--- src/rtl/reg_write_arbiter.sv ---
// Round-robin write arbiter in front of one shared WIDTH-bit register.
// A winner may lock the register for a burst of up to LOCK_MAX transfers.
module reg_write_arbiter #(
  parameter int N_REQ    = 4,
  parameter int WIDTH    = 8,
  parameter int LOCK_MAX = 4,
  localparam int IDW     = ($clog2(N_REQ) > 1) ? $clog2(N_REQ) : 1
) (
  input  logic                   clk,
  input  logic                   reset,
  input  logic [N_REQ-1:0]       req_valid,
  input  logic [N_REQ-1:0]       req_lock,
  input  logic [N_REQ*WIDTH-1:0] req_data,
  output logic [N_REQ-1:0]       req_ready,
  output logic [WIDTH-1:0]       q,
  output logic                   q_valid,
  output logic [IDW-1:0]         grant_id,
  output logic                   locked
);

  localparam int CW = $clog2(LOCK_MAX + 1);
  localparam logic [0:0] IDLE   = 1'b0;
  localparam logic [0:0] LOCKED = 1'b1;

  logic [0:0]       state_reg, state_next;
  logic [IDW-1:0]   ptr_reg, ptr_next;
  logic [IDW-1:0]   owner_reg, owner_next;
  logic [IDW-1:0]   grant_id_reg, grant_id_next;
  logic [CW-1:0]    cnt_reg, cnt_next;
  logic [WIDTH-1:0] q_reg, q_next;
  logic             q_valid_reg, q_valid_next;

  logic [WIDTH-1:0] data_arr [N_REQ];
  logic [N_REQ-1:0] ready_vec;
  logic             win_found;
  logic [IDW-1:0]   win_idx;
  logic             xfer;
  logic [IDW-1:0]   xfer_idx;

  function automatic logic [IDW-1:0] wrap_inc(input logic [IDW-1:0] idx);
    return (int'(idx) == N_REQ - 1) ? '0 : idx + 1'b1;
  endfunction

  // First valid requester at or after ptr, wrapping at N_REQ (not at 2**IDW).
  always_comb begin
    int cand;
    win_found = 1'b0;
    win_idx   = '0;
    cand      = 0;
    for (int k = 0; k < N_REQ; k++) begin
      cand = int'(ptr_reg) + k;
      if (cand >= N_REQ) cand = cand - N_REQ;
      if (!win_found && req_valid[IDW'(cand)]) begin
        win_found = 1'b1;
        win_idx   = IDW'(cand);
      end
    end
  end

  generate
    for (genvar gi = 0; gi < N_REQ; gi++) begin : g_req
      assign data_arr[gi]  = req_data[gi*WIDTH +: WIDTH];
      assign ready_vec[gi] = (state_reg == IDLE) ? (win_found && win_idx == IDW'(gi))
                                                 : (owner_reg == IDW'(gi) && req_valid[gi]);
    end
  endgenerate

  // Gated by reset so no handshake can complete while the register is held clear.
  assign req_ready = reset ? ready_vec : '0;
  assign xfer      = |(req_valid & req_ready);
  assign xfer_idx  = (state_reg == IDLE) ? win_idx : owner_reg;

  always_comb begin
    state_next    = state_reg;
    ptr_next      = ptr_reg;
    owner_next    = owner_reg;
    cnt_next      = cnt_reg;
    q_next        = q_reg;
    grant_id_next = grant_id_reg;
    q_valid_next  = xfer;
    if (xfer) begin
      q_next        = data_arr[xfer_idx];
      grant_id_next = xfer_idx;
    end
    case (state_reg)
      IDLE: begin
        if (xfer) begin
          if (req_lock[xfer_idx] && LOCK_MAX > 1) begin
            state_next = LOCKED;
            owner_next = xfer_idx;
            cnt_next   = CW'(1);
          end else begin
            ptr_next = wrap_inc(xfer_idx);
          end
        end
      end
      LOCKED: begin
        if (!req_lock[owner_reg]) begin
          state_next = IDLE;
          ptr_next   = wrap_inc(owner_reg);
          cnt_next   = '0;
        end else if (xfer) begin
          if (int'(cnt_reg) + 1 == LOCK_MAX) begin
            state_next = IDLE;
            ptr_next   = wrap_inc(owner_reg);
            cnt_next   = '0;
          end else begin
            cnt_next = cnt_reg + 1'b1;
          end
        end
      end
      default: state_next = IDLE;
    endcase
  end

  always_ff @(posedge clk or negedge reset) begin
    if (!reset) begin
      state_reg    <= IDLE;
      ptr_reg      <= '0;
      owner_reg    <= '0;
      cnt_reg      <= '0;
      q_reg        <= '0;
      q_valid_reg  <= 1'b0;
      grant_id_reg <= '0;
    end else begin
      state_reg    <= state_next;
      ptr_reg      <= ptr_next;
      owner_reg    <= owner_next;
      cnt_reg      <= cnt_next;
      q_reg        <= q_next;
      q_valid_reg  <= q_valid_next;
      grant_id_reg <= grant_id_next;
    end
  end

  assign q        = q_reg;
  assign q_valid  = q_valid_reg;
  assign grant_id = grant_id_reg;
  assign locked   = (state_reg == LOCKED);

endmodule

--- config.mk ---
export PLATFORM = sky130hd
export DESIGN_NAME = reg_write_arbiter
export DESIGN_NICKNAME = d
export VERILOG_FILES = /design/src/rtl/reg_write_arbiter.sv
export SDC_FILE = /design/constraint.sdc
export NUM_CORES = 1
export LEC_CHECK = 0
export ABC_AREA = 1
export BUFFER_PORTS_ARGS = -buffer_cell sky130_fd_sc_hd__buf_2
export CORE_AREA = 2 2 84 66
export CTS_CLUSTER_SIZE = 14
export DETAILED_ROUTE_END_ITERATION = 8
export DIE_AREA = 0 0 86 68
export PLACE_DENSITY_LB_ADDON = 0.15
export SYNTH_ARGS = -nofsm -noshare
export SYNTH_HDL_FRONTEND = slang
export SYNTH_SLANG_ARGS = --single-unit
--- constraint.sdc ---
create_clock -name clk -period 4.2 [get_ports clk]
set_input_delay 0.84 -clock clk [delete_from_list [all_inputs] [get_ports clk]]
set_output_delay 0.84 -clock clk [all_outputs]
set_load 0.03 [all_outputs]
Word-level counts from Yosys, hierarchy flattened

Index checks and enable logic that the tools add are counted.

Add/subtract/negate cells: 11
Mux-type cells: 57
Equality and inequality tests: 14
Magnitude comparators: 11
Reduce and logical (&&, ||, !) cells: 20
Bitwise logic cells: 3

Operator list:

| cell                                                                  | number |
|---|---|
| 2-bit 2-to-1 mux                                                      | 16 |
| 1-bit 2-to-1 mux                                                      | 23 |
| 8-bit binary-select mux with 2-bit select                             | 1 |
| 2-bit by 4-bit < comparator with 1-bit output (second input constant) | 4 |
| 8-bit 2-to-1 mux                                                      | 2 |
| 3-bit 2-to-1 mux                                                      | 5 |
| 1-bit binary-select mux with 2-bit select                             | 6 |
| 3-bit greater-or-equal comparator (second input constant)             | 4 |
| 1-bit logical AND                                                     | 11 |
| 2-bit by 1-bit == test with 1-bit output (second input constant)      | 4 |
| 2-bit == test (second input constant)                                 | 4 |
| 2-bit by 1-bit subtractor with 2-bit output (second input constant)   | 4 |
| 2-bit by 2-bit adder with 3-bit output (second input constant)        | 2 |
| 2-bit by 3-bit < comparator with 1-bit output (second input constant) | 2 |
| 3-bit case mux with 2 select lines                                    | 1 |
| 3-bit AND reduction                                                   | 2 |
| 2-bit by 1-bit adder with 2-bit output (second input constant)        | 2 |
| 3-bit by 1-bit adder with 4-bit output (second input constant)        | 1 |
| 4-bit bitwise AND                                                     | 1 |
| 4-bit by 3-bit == test with 1-bit output (second input constant)      | 1 |
| 2-bit zero test                                                       | 2 |
| 4-bit 2-to-1 mux                                                      | 1 |
| 2-bit inequality test (second input constant)                         | 2 |
| 2-bit case mux with 2 select lines                                    | 1 |
| other kinds (12)                                                      | 14 |

Logic and storage cells: 123
Output and inout bits: 16
Bits of input ports: 42
Flip-flop bits (word level): 19

Logic depth before layout (Yosys ltp)

Gate-level depths: netlist of run 1.

Word-level depth: 24
Mapped depth: 18
Gate-level depth less buffers: 18

Least setup slack after synthesis of run 1

OpenSTA, ideal clock, no wires.

Kind: input port to output port
Start: input req_valid[0]
End: output req_ready[3]
Cell stages on the path: 10
Arrival: 1.820 ns
Data required time: 3.360 ns
Buffers on the path: 0
Setup slack: 1.540 ns
Path through: inv_1 -> nand2_1 -> nand3_1 -> nand2_2 -> inv_1 -> nand3_1 -> nand3_2 -> nand2_4 -> nand3_2 -> inv_1

Longest elaborated chain between the ends: 17
Elaborated cells on any way between the ends: 30
Classes of those cells: 1 x eq/ne; 22 x mux; 7 x reduce/logical

RTL lines:

| what                                                 | RTL line | text |
|---|---|---|
| start: declaration                                   | 11       | `input logic [N_REQ-1:0] req_valid,` |
| 1-bit binary-select mux with 2-bit select            | 53       | `if (!win_found && req_valid[IDW'(cand)]) begin` |
| 1-bit 2-to-1 mux (implied by the code) (2 in series) | 53       |  |
| 1-bit 2-to-1 mux                                     | 53       |  |
| 1-bit zero test                                      | 53       |  |
| 1-bit logical AND                                    | 53       |  |
| 1-bit 2-to-1 mux                                     | 53       |  |
| 1-bit zero test                                      | 53       |  |
| 1-bit logical AND                                    | 53       |  |
| 1-bit 2-to-1 mux                                     | 53       |  |
| 1-bit zero test                                      | 53       |  |
| 1-bit logical AND                                    | 53       |  |
| 2-bit 2-to-1 mux                                     | 53       |  |
| 2-bit == test                                        | 63       | `assign ready_vec[gi] = (state_reg == IDLE) ? (win_found && win_idx == IDW'(gi))` |
| 1-bit logical AND *                                  | 63       |  |
| 1-bit 2-to-1 mux *                                   | 63       |  |
| 4-bit 2-to-1 mux *                                   | 69       | `assign req_ready = reset ? ready_vec : '0;` |
| end: declaration                                     | 14       | `output logic [N_REQ-1:0] req_ready,` |

Every way passes the cells marked *; elsewhere a longest branch is shown, timed or not. The select of a mux whose other input is x is not followed.

Final worst setup path of run 1

Start: register ptr_reg[0]
End: output req_ready[3]

Longest elaborated chain between the ends: 19
Elaborated cells on any way between the ends: 45
Classes of those cells: 7 x add/sub; 4 x order compare; 1 x eq/ne; 26 x mux; 7 x reduce/logical

RTL lines:

| what                                                                            | RTL line | text |
|---|---|---|
| start: declaration                                                              | 26       | `logic [IDW-1:0] ptr_reg, ptr_next;` |
| start signal: assignment                                                        | 127      | `ptr_reg <= ptr_next;` |
| branches (longest 16 deep; another with 2-bit by 1-bit adder with 3-bit output) | --       |  |
| 1-bit logical AND *                                                             | 63       |  |
| 1-bit 2-to-1 mux *                                                              | 63       |  |
| 4-bit 2-to-1 mux *                                                              | 69       |  |

Mark *: on every way between the ends. The select of a mux whose other input is x is not followed.

==> metrics.txt, run 1 <==
run status=finished, final reports clean; number of warnings reported in the yosys synthesis log=0; number of flip-flops in the largest register=8; HPWL after detailed placement=3.48 mm; Distinct cells, synth=28; vias per cell=4.77; Final GP Congestion=0.787; Min-Delay Path Class=flop to flop; final antenna-violating net count=0; number of buffers inserted by hold repair at cts=0; Horiz. Die Dim=86 microns; setup repair after global routing missed its margin=false; EDFF count, synth=0; row cnt=23; initial antenna violation count=0; top achievable clock speed=336 MHz; GRT Overall Usage=15.5%; start-to-end type of the worst setup path=flop to output port; Compound-Gate Fraction of Synth Area=14.8%; maximum number of pins on one net before global-route repair=26; non-filler instance count after layout=375; Cell Count Post-Placement=371; total via count in the routed design=1787; kind of start point of the critical path=flop; total setup buffers inserted after CTS=0; overall routed net length=4.47 mm; Sink Count=19; Synth Area in Adders=4.43%; worst flop-to-flop path endpoint=owner_reg[1]; via count of the first global-routing pass=1528; main combinational cell family by area after synthesis=simple AND/OR/NAND/NOR gates; height of the chip=68 microns; source of the worst hold timing path=q[1]; Top Ports=58; post-route clock skew=0.000821 ns; effective utilization at floorplan=33.3%; area added between synthesis and finish=20.2%; clock transition at the register clock pins on the worst setup and hold paths after CTS=0.07 ns; global-route wire length before repair=7.21 mm; final worst path period need=2.97 ns; transition time at the pin with the least slew margin=0.473 ns; average routed wire per standard cell=11.9 microns; clock tree from TritonCTS=done; residual DRC count=0; instance count of the mapped netlist=261; Async S/R FF share, synth=100%; insertion delay of the later-clocked pin in the worst-skew pair=0.25 ns; Mapped Avg Cell Area=6.49 sq um; # port buffers=57; Worst Reg-to-Reg Cells=13; worst rel slew slack=68.4%; floorplan die area=0.00585 sq mm; synthesized-area fraction occupied by and/or/nand/nor cells=42.4%; share of final-layout standard cells stronger than drive strength 1=26.8%; H-tree depth=1; sum of negative setup slack=0 ns; xor/xnor cell area share of the yosys netlist=0.517%; maximum fanout encountered on the critical timing path=11; endpoint of the worst hold-timing path=q[1]; CTS max path bufs=2; sequential element share of the synthesized area=28.1%; residual overflow from global routing=0; predominant post-synthesis flop cell=dfrtp_1; maxcap violations=0; Worst R2R Start=ptr_reg[0]; cell chosen for the clock root=clkbuf_8; part of the cycle the worst path needs=70.8%; Worst EP required=3.36 ns; flop2flop setup slack=1.64 ns; Final setup viols=0; cell area after synthesis=0.00169 sq mm; core area=0.00509 sq mm; Arr. time, crit path=2.13 ns; register bit total from synthesis=19; cell count of the worst hold path=2; nets=362; antenna diode instance count=0; TritonCTS buffer count=3; final hold viol count=0; final design utilization=40.0%; detailed router's first-iteration violation count=96; Setup crit end kind=output port; fin. max-slew vios=0; post-cts gate resize count=0; share of cell area taken by muxes after synthesis=0%; DR pass1 iterations=5; number of nets in the synthesized netlist=309
-- cell type report --
cell class                      instances  area, sq um
Fill cell                             556         3060
Multi-Input combinational cell        206         1050
Sequential cell                        19          475
Timing Repair Buffer                   57          285
Inverter                               27          101
Tap cell                               62         77.6
Clock buffer                            4         45.0
-- logic make-up after synthesis --
family / count (synthesis)
xor+xnor: 1
flops: 19
compound gates: 46
simple gates: 153
buf+inv: 36
fa+ha+maj: 6
-- how the worst max path moves through the flow --
stage | startpoint | endpoint | cells past startpoint
2_1_floorplan | req_valid[0] | req_ready[3] | 10
3_3_place_gp | req_valid[3] | req_ready[2] | 13
3_5_place_dp | req_valid[1] | req_ready[2] | 13
4_1_cts | ptr_reg[0] | req_ready[3] | 11
5_1_grt | ptr_reg[0] | req_ready[0] | 13
6_report | ptr_reg[0] | req_ready[3] | 11
-- worst max-delay path: stages, from the launching register on --
cell     delay [ns]
dfrtp_1        0.58
inv_2          0.17
nand2_1        0.13
nand3_1        0.11
nand2_2        0.12
inv_1          0.06
nand3_1        0.11
nand3_2        0.11
nand2_4        0.13
nand3_2        0.11
inv_1          0.07
buf_2          0.19
-- placed cells by master (no fill, tap or decap) --
cell / synthesis / routed
inv_2: 3 / 3
a21oi_1: 9 / 9
nand2_1: 89 / 89
nand2_4: 3 / 3
ha_1: 6 / 6
a21boi_1: 1 / 1
o22ai_1: 7 / 7
o211ai_2: 1 / 1
nor2_1: 20 / 20
clkbuf_1: 1 / 1
and2_1: 1 / 1
clkbuf_8: 0 / 3
buf_2: 4 / 57
inv_1: 23 / 23
nand4_1: 4 / 4
clkinv_1: 1 / 1
a31oi_1: 1 / 1
nand4_2: 1 / 1
nand3_1: 19 / 19
o21ai_1: 9 / 9
nor2_4: 2 / 2
nand2_2: 6 / 6
nand3_2: 7 / 7
or2_2: 1 / 1
dfrtp_1: 19 / 19
o21ai_0: 18 / 18
xnor2_1: 1 / 1
-- through the flow --
| stage | hold slack [ns] | instance area, sq um | setup WS [ns] |
|---|---|---|---|
| floorplan | 0.499 | 1690 | 1.54 |
| global placement | 0.459 | 1990 | 1.27 |
| detailed placement | 0.464 | 1990 | 1.26 |
| CTS | 0.485 | 2040 | 1.23 |
| global route | 0.504 | 2040 | 0.988 |
| finish | 0.488 | 2040 | 1.23 |
-- routing by layer --
metal / global-route usage, % / vias to the layer above / routed length (microns)
li1: - / 950 / -
met1: 22.6 / 798 / 2330
met2: 24.7 / 37 / 1980
met3: 2.90 / 2 / 150
met4: 1.19 / 0 / 19
met5: 0 / - / 0
-- synthesized netlist by cell type, types with 3 or more instances --
cell | count | area, sq um
a21oi_1 | 9 | 45.0
buf_2 | 4 | 20.0
buf_6 | 3 | 33.8
dfrtp_1 | 19 | 475
ha_1 | 6 | 75.1
inv_1 | 23 | 86.3
inv_2 | 3 | 11.3
nand2_1 | 89 | 334
nand2_2 | 6 | 37.5
nand2_4 | 3 | 33.8
nand3_1 | 19 | 95.1
nand3_2 | 7 | 70.1
nand4_1 | 4 | 25.0
nor2_1 | 20 | 75.1
o21ai_0 | 18 | 90.1
o21ai_1 | 9 | 45.0
o22ai_1 | 7 | 43.8
Power of run 1 is not shown: default switching activity piles up to over one toggle a cycle in this logic, so the estimate is an artifact.
==> inputs of run 2 (changes only) <==
- clock period: 4.2 -> 3 ns (I/O delays scaled with it)
==> metrics.txt, run 2 (synthesis results as in run 1) <==
HPWL after detailed placement=3.59 mm; H-tree depth=1; Worst Reg-to-Reg Cells=15; insertion delay of the later-clocked pin in the worst-skew pair=0.26 ns; core area=0.00509 sq mm; fin. max-slew vios=0; initial antenna violation count=0; number of buffers inserted by hold repair at cts=0; Post-Place Cell Area=0.00201 sq mm; effective utilization at floorplan=33.3%; Final GP Congestion=0.796; slowest cell on the critical path=dfrtp_1; Cell Count Post-Placement=373; average routed wire per standard cell=12.2 microns; GRT Overall Usage=15.5%; final hold viol count=0; residual overflow from global routing=0; transition time at the pin with the least slew margin=0.394 ns; clock transition at the register clock pins on the worst setup and hold paths after CTS=0.07 ns; worst flop-to-flop path endpoint=cnt_reg[2]; row cnt=23; DR pass1 iterations=7; Arr. time, crit path=2.18 ns; non-filler instance count after layout=377; via count of the first global-routing pass=1470; Top Ports=58; total via count in the routed design=1766; antenna diode instance count=0; # port buffers=57; floorplan die area=0.00585 sq mm; Sink Count=19; final worst path period need=2.78 ns; fillers=563; area of all placed cells without fillers=0.00205 sq mm; part of the cycle the worst path needs=92.8%; detailed router's first-iteration violation count=40; run status=finished, final reports clean; kind of start point of the critical path=flop; worst rel slew slack=73.7%; total setup buffers inserted after CTS=0; post-route clock skew=0.00203 ns; Min-Delay Path Class=primary input to async pin; maximum fanout encountered on the critical timing path=11; post-cts gate resize count=0; setup repair after global routing missed its margin=false; TritonCTS buffer count=3; start-to-end type of the worst setup path=flop to output port; Horiz. Die Dim=86 microns; final antenna-violating net count=0; nets=364; residual DRC count=0; highest-count cells in the layout ignoring fill and taps=nand2_1 (89), buf_2 (57), inv_1 (23); global-route wire length before repair=7.07 mm; top achievable clock speed=359 MHz; clock tree from TritonCTS=done; Worst path max stage delay=0.58 ns; Worst R2R Start=ptr_reg[0]; Setup crit end kind=output port; overall routed net length=4.58 mm; maxcap violations=0; cell chosen for the clock root=clkbuf_8; area added between synthesis and finish=21.1%; vias per cell=4.68; top cell family by delay on the critical path=simple AND/OR/NAND/NOR gates; flop2flop setup slack=0.50 ns; CTS max path bufs=2; sum of buffers and inverters on the critical path=4; Final setup viols=0; height of the chip=68 microns; maximum number of pins on one net before global-route repair=26; share of final-layout standard cells stronger than drive strength 1=27.3%; commonest non-fill, non-tap cell in the layout=nand2_1; pre-CTS setup slack=0.485 ns; ordered list of cells on the worst path=inv_2 > nand2_1 > nand3_1 > nand2_2 > inv_1 > nand3_1 > nand3_2 > nand2_4 > nand3_2 > inv_1 > buf_2; Worst EP required=2.40 ns; number of flip-flops in the largest register=8; Final Worst Setup Slack=0.215 ns; sum of negative setup slack=0 ns
## run 2: area by class of cell
| class | count | area (sq um) | share of cell area, % |
|---|---|---|---|
| clock buffer | 4 | 45.0 | 2.20 |
| inverter | 27 | 101 | 4.94 |
| multi-input combinational | 206 | 1050 | 51.3 |
| sequential | 19 | 475 | 23.2 |
| tap | 62 | 77.6 | 3.78 |
| timing repair buffer | 59 | 300 | 14.6 |
## run 2: how the worst max path moves through the flow
stage	depth (start not counted)	endpoint	slack, ns	from
after floorplan	10	req_ready[3]	0.82	req_valid[0]
after global placement	15	cnt_reg[1]	0.47	req_valid[1]
after detailed placement	13	req_ready[2]	0.48	req_valid[1]
after CTS	11	req_ready[3]	0.23	ptr_reg[0]
after global routing	13	req_ready[2]	0.04	ptr_reg[0]
final	11	req_ready[3]	0.22	ptr_reg[0]
## run 2: through the flow
| step | util [%] | hold WS [ns] |
|---|---|---|
| 2_1_floorplan | - | 0.304 |
| 3_3_place_gp | 39.4 | 0.461 |
| 3_5_place_dp | 39.4 | 0.466 |
| 4_1_cts | 40.3 | 0.332 |
| 5_1_grt | 40.3 | 0.333 |
| 6_report | 40.3 | 0.325 |
## run 2: metal layers
| metal | vias to the layer above | GRT usage (%) | share of wire (%) |
|---|---|---|---|
| met5 | - | 0 | 0 |
| met4 | 0 | 3.57 | 0.85 |
| met3 | 5 | 3.14 | 3.5 |
| met2 | 34 | 22.6 | 43 |
| met1 | 777 | 23.3 | 53 |
| li1 | 950 | - | - |
## run 2: worst reg2reg max path: stages, from the launching register on
cell and delay, ns:
dfrtp_1 0.58, inv_2 0.17, nand2_1 0.11, nand2_2 0.07, nand2_2 0.08, nand2_1 0.08
nor2_4 0.10, nand3_1 0.12, nand3_1 0.09, nand2_1 0.11, nand2_1 0.34, nand3_1 0.15
nand3_1 0.19, nand2_4 0.10, nand2_1 0.06, o21ai_1 0.06
Power of run 2 is left out for the same reason.
==> inputs of run 3 (changes only) <==
- CELL_PAD_IN_SITES_DETAIL_PLACEMENT: not set -> 0
- CELL_PAD_IN_SITES_GLOBAL_PLACEMENT: not set -> 1
- CORE_AREA: 2 2 84 66 -> 2 2 85 67
- DIE_AREA: 0 0 86 68 -> 0 0 87 69
- SKIP_LAST_GASP: not set -> 1
==> metrics.txt, run 3 (synthesis results as in run 1) <==
insertion delay of the later-clocked pin in the worst-skew pair=0.25 ns; Sink Count=19; total setup buffers inserted after CTS=0; sum of buffers and inverters on the critical path=4; nets=364; core area=0.00515 sq mm; Top Ports=58; maxcap violations=0; number of buffers inserted by hold repair at cts=0; DR pass1 iterations=4; residual DRC count=0; CTS max path bufs=2; top cell family by delay on the critical path=simple AND/OR/NAND/NOR gates; row cnt=23; slowest cell on the critical path=dfrtp_1; run status=finished, final reports clean; area added between synthesis and finish=21.1%; fillers=579; top achievable clock speed=361 MHz; transition time at the pin with the least slew margin=0.385 ns; Final GP Congestion=0.812; TritonCTS buffer count=3; clock tree from TritonCTS=done; total via count in the routed design=1797; global-route wire length before repair=7.99 mm; number of flip-flops in the largest register=8; post-route clock skew=0.00197 ns; maximum number of pins on one net before global-route repair=26; share of final-layout standard cells stronger than drive strength 1=27.3%; Worst R2R Start=ptr_reg[0]; commonest non-fill, non-tap cell in the layout=nand2_1; area used by multi-input combinational logic=0.00105 sq mm; final hold viol count=0; non-filler instance count after layout=377; ordered list of cells on the worst path=inv_2 > nand2_1 > nand3_1 > nand2_2 > inv_1 > nand3_1 > nand3_2 > nand2_4 > nand3_2 > inv_1 > buf_2; timing startpoint of the critical path=ptr_reg[0]; Worst EP required=2.40 ns; initial antenna violation count=0; sequential cell area=475 sq um; overall routed net length=4.66 mm; H-tree depth=1; final antenna-violating net count=0; HPWL after detailed placement=3.79 mm; detailed router's first-iteration violation count=97; Final setup viols=0; post-cts gate resize count=0; Horiz. Die Dim=87 microns; kind of start point of the critical path=flop; height of the chip=69 microns; Worst path max stage delay=0.57 ns; fin. max-slew vios=0; setup repair after global routing missed its margin=false; part of the cycle the worst path needs=92.3%; sum of negative setup slack=0 ns; worst rel slew slack=74.4%; clock transition at the register clock pins on the worst setup and hold paths after CTS=0.07 ns; residual overflow from global routing=0; floorplan die area=0.00600 sq mm; final worst path period need=2.77 ns; via count of the first global-routing pass=1669; Cell Count Post-Placement=373; maximum fanout encountered on the critical timing path=11; start-to-end type of the worst setup path=flop to output port; vias per cell=4.77; cell chosen for the clock root=clkbuf_8; Min-Delay Path Class=primary input to async pin; antenna diode instance count=0; GRT Overall Usage=16.2%; Arr. time, crit path=2.17 ns; effective utilization at floorplan=32.9%; # port buffers=57; highest-count cells in the layout ignoring fill and taps=nand2_1 (89), buf_2 (57), inv_1 (23); Setup crit end kind=output port; average routed wire per standard cell=12.4 microns
-- run 3: cell counts in the layout (fill, tap and decap cells not counted) --
Identical to the previous run, type by type.
-- run 3: routing by layer --
layer / vias up / global-route usage, % / part of all wire [%]
met5: - / 0 / 0
met4: 0 / 2.08 / 0.54
met3: 2 / 2.51 / 5.1
met2: 56 / 22.3 / 40
met1: 783 / 26.7 / 55
li1: 956 / - / -
-- run 3: worst paths after layout --
path / to / slack, ns / cells after the start
max: req_ready[3] / 0.23 / 11
min: cnt_reg[2] / 0.32 / 2
max reg2reg: ptr_reg[1] / 0.52 / 14
min reg2reg: q[7] / 0.47 / 2
max in group asynchronous: q_valid / 2.47 / 2
min in group clk: q[7] / 0.47 / 2
-- run 3: stage by stage --
| step | hold WS [ns] | util [%] | instance area, sq um | setup slack, ns |
|---|---|---|---|---|
| 2_1_floorplan | 0.304 | - | 1690 | 0.820 |
| 3_3_place_gp | 0.462 | 39.0 | 2010 | 0.463 |
| 3_5_place_dp | 0.463 | 39.0 | 2010 | 0.476 |
| 4_1_cts | 0.324 | 39.8 | 2050 | 0.219 |
| 5_1_grt | 0.334 | 39.8 | 2050 | 0.0403 |
| 6_report | 0.321 | 39.8 | 2050 | 0.232 |
-- run 3: final cells by class --
| class | count | share of cell area [%] |
|---|---|---|
| multi-input combinational | 206 | 51.3 |
| inverter | 27 | 4.94 |
| tap | 62 | 3.78 |
| clock buffer | 4 | 2.20 |
| sequential | 19 | 23.2 |
| timing repair buffer | 59 | 14.6 |
-- run 3: worst register-to-register path, delay by kind of cell, from the launching register on --
kind	cells	cell delay [ns]
buf+inv	2	0.37
simple gates	12	1.44
flops	1	0.57
Power of run 3 is left out for the same reason.
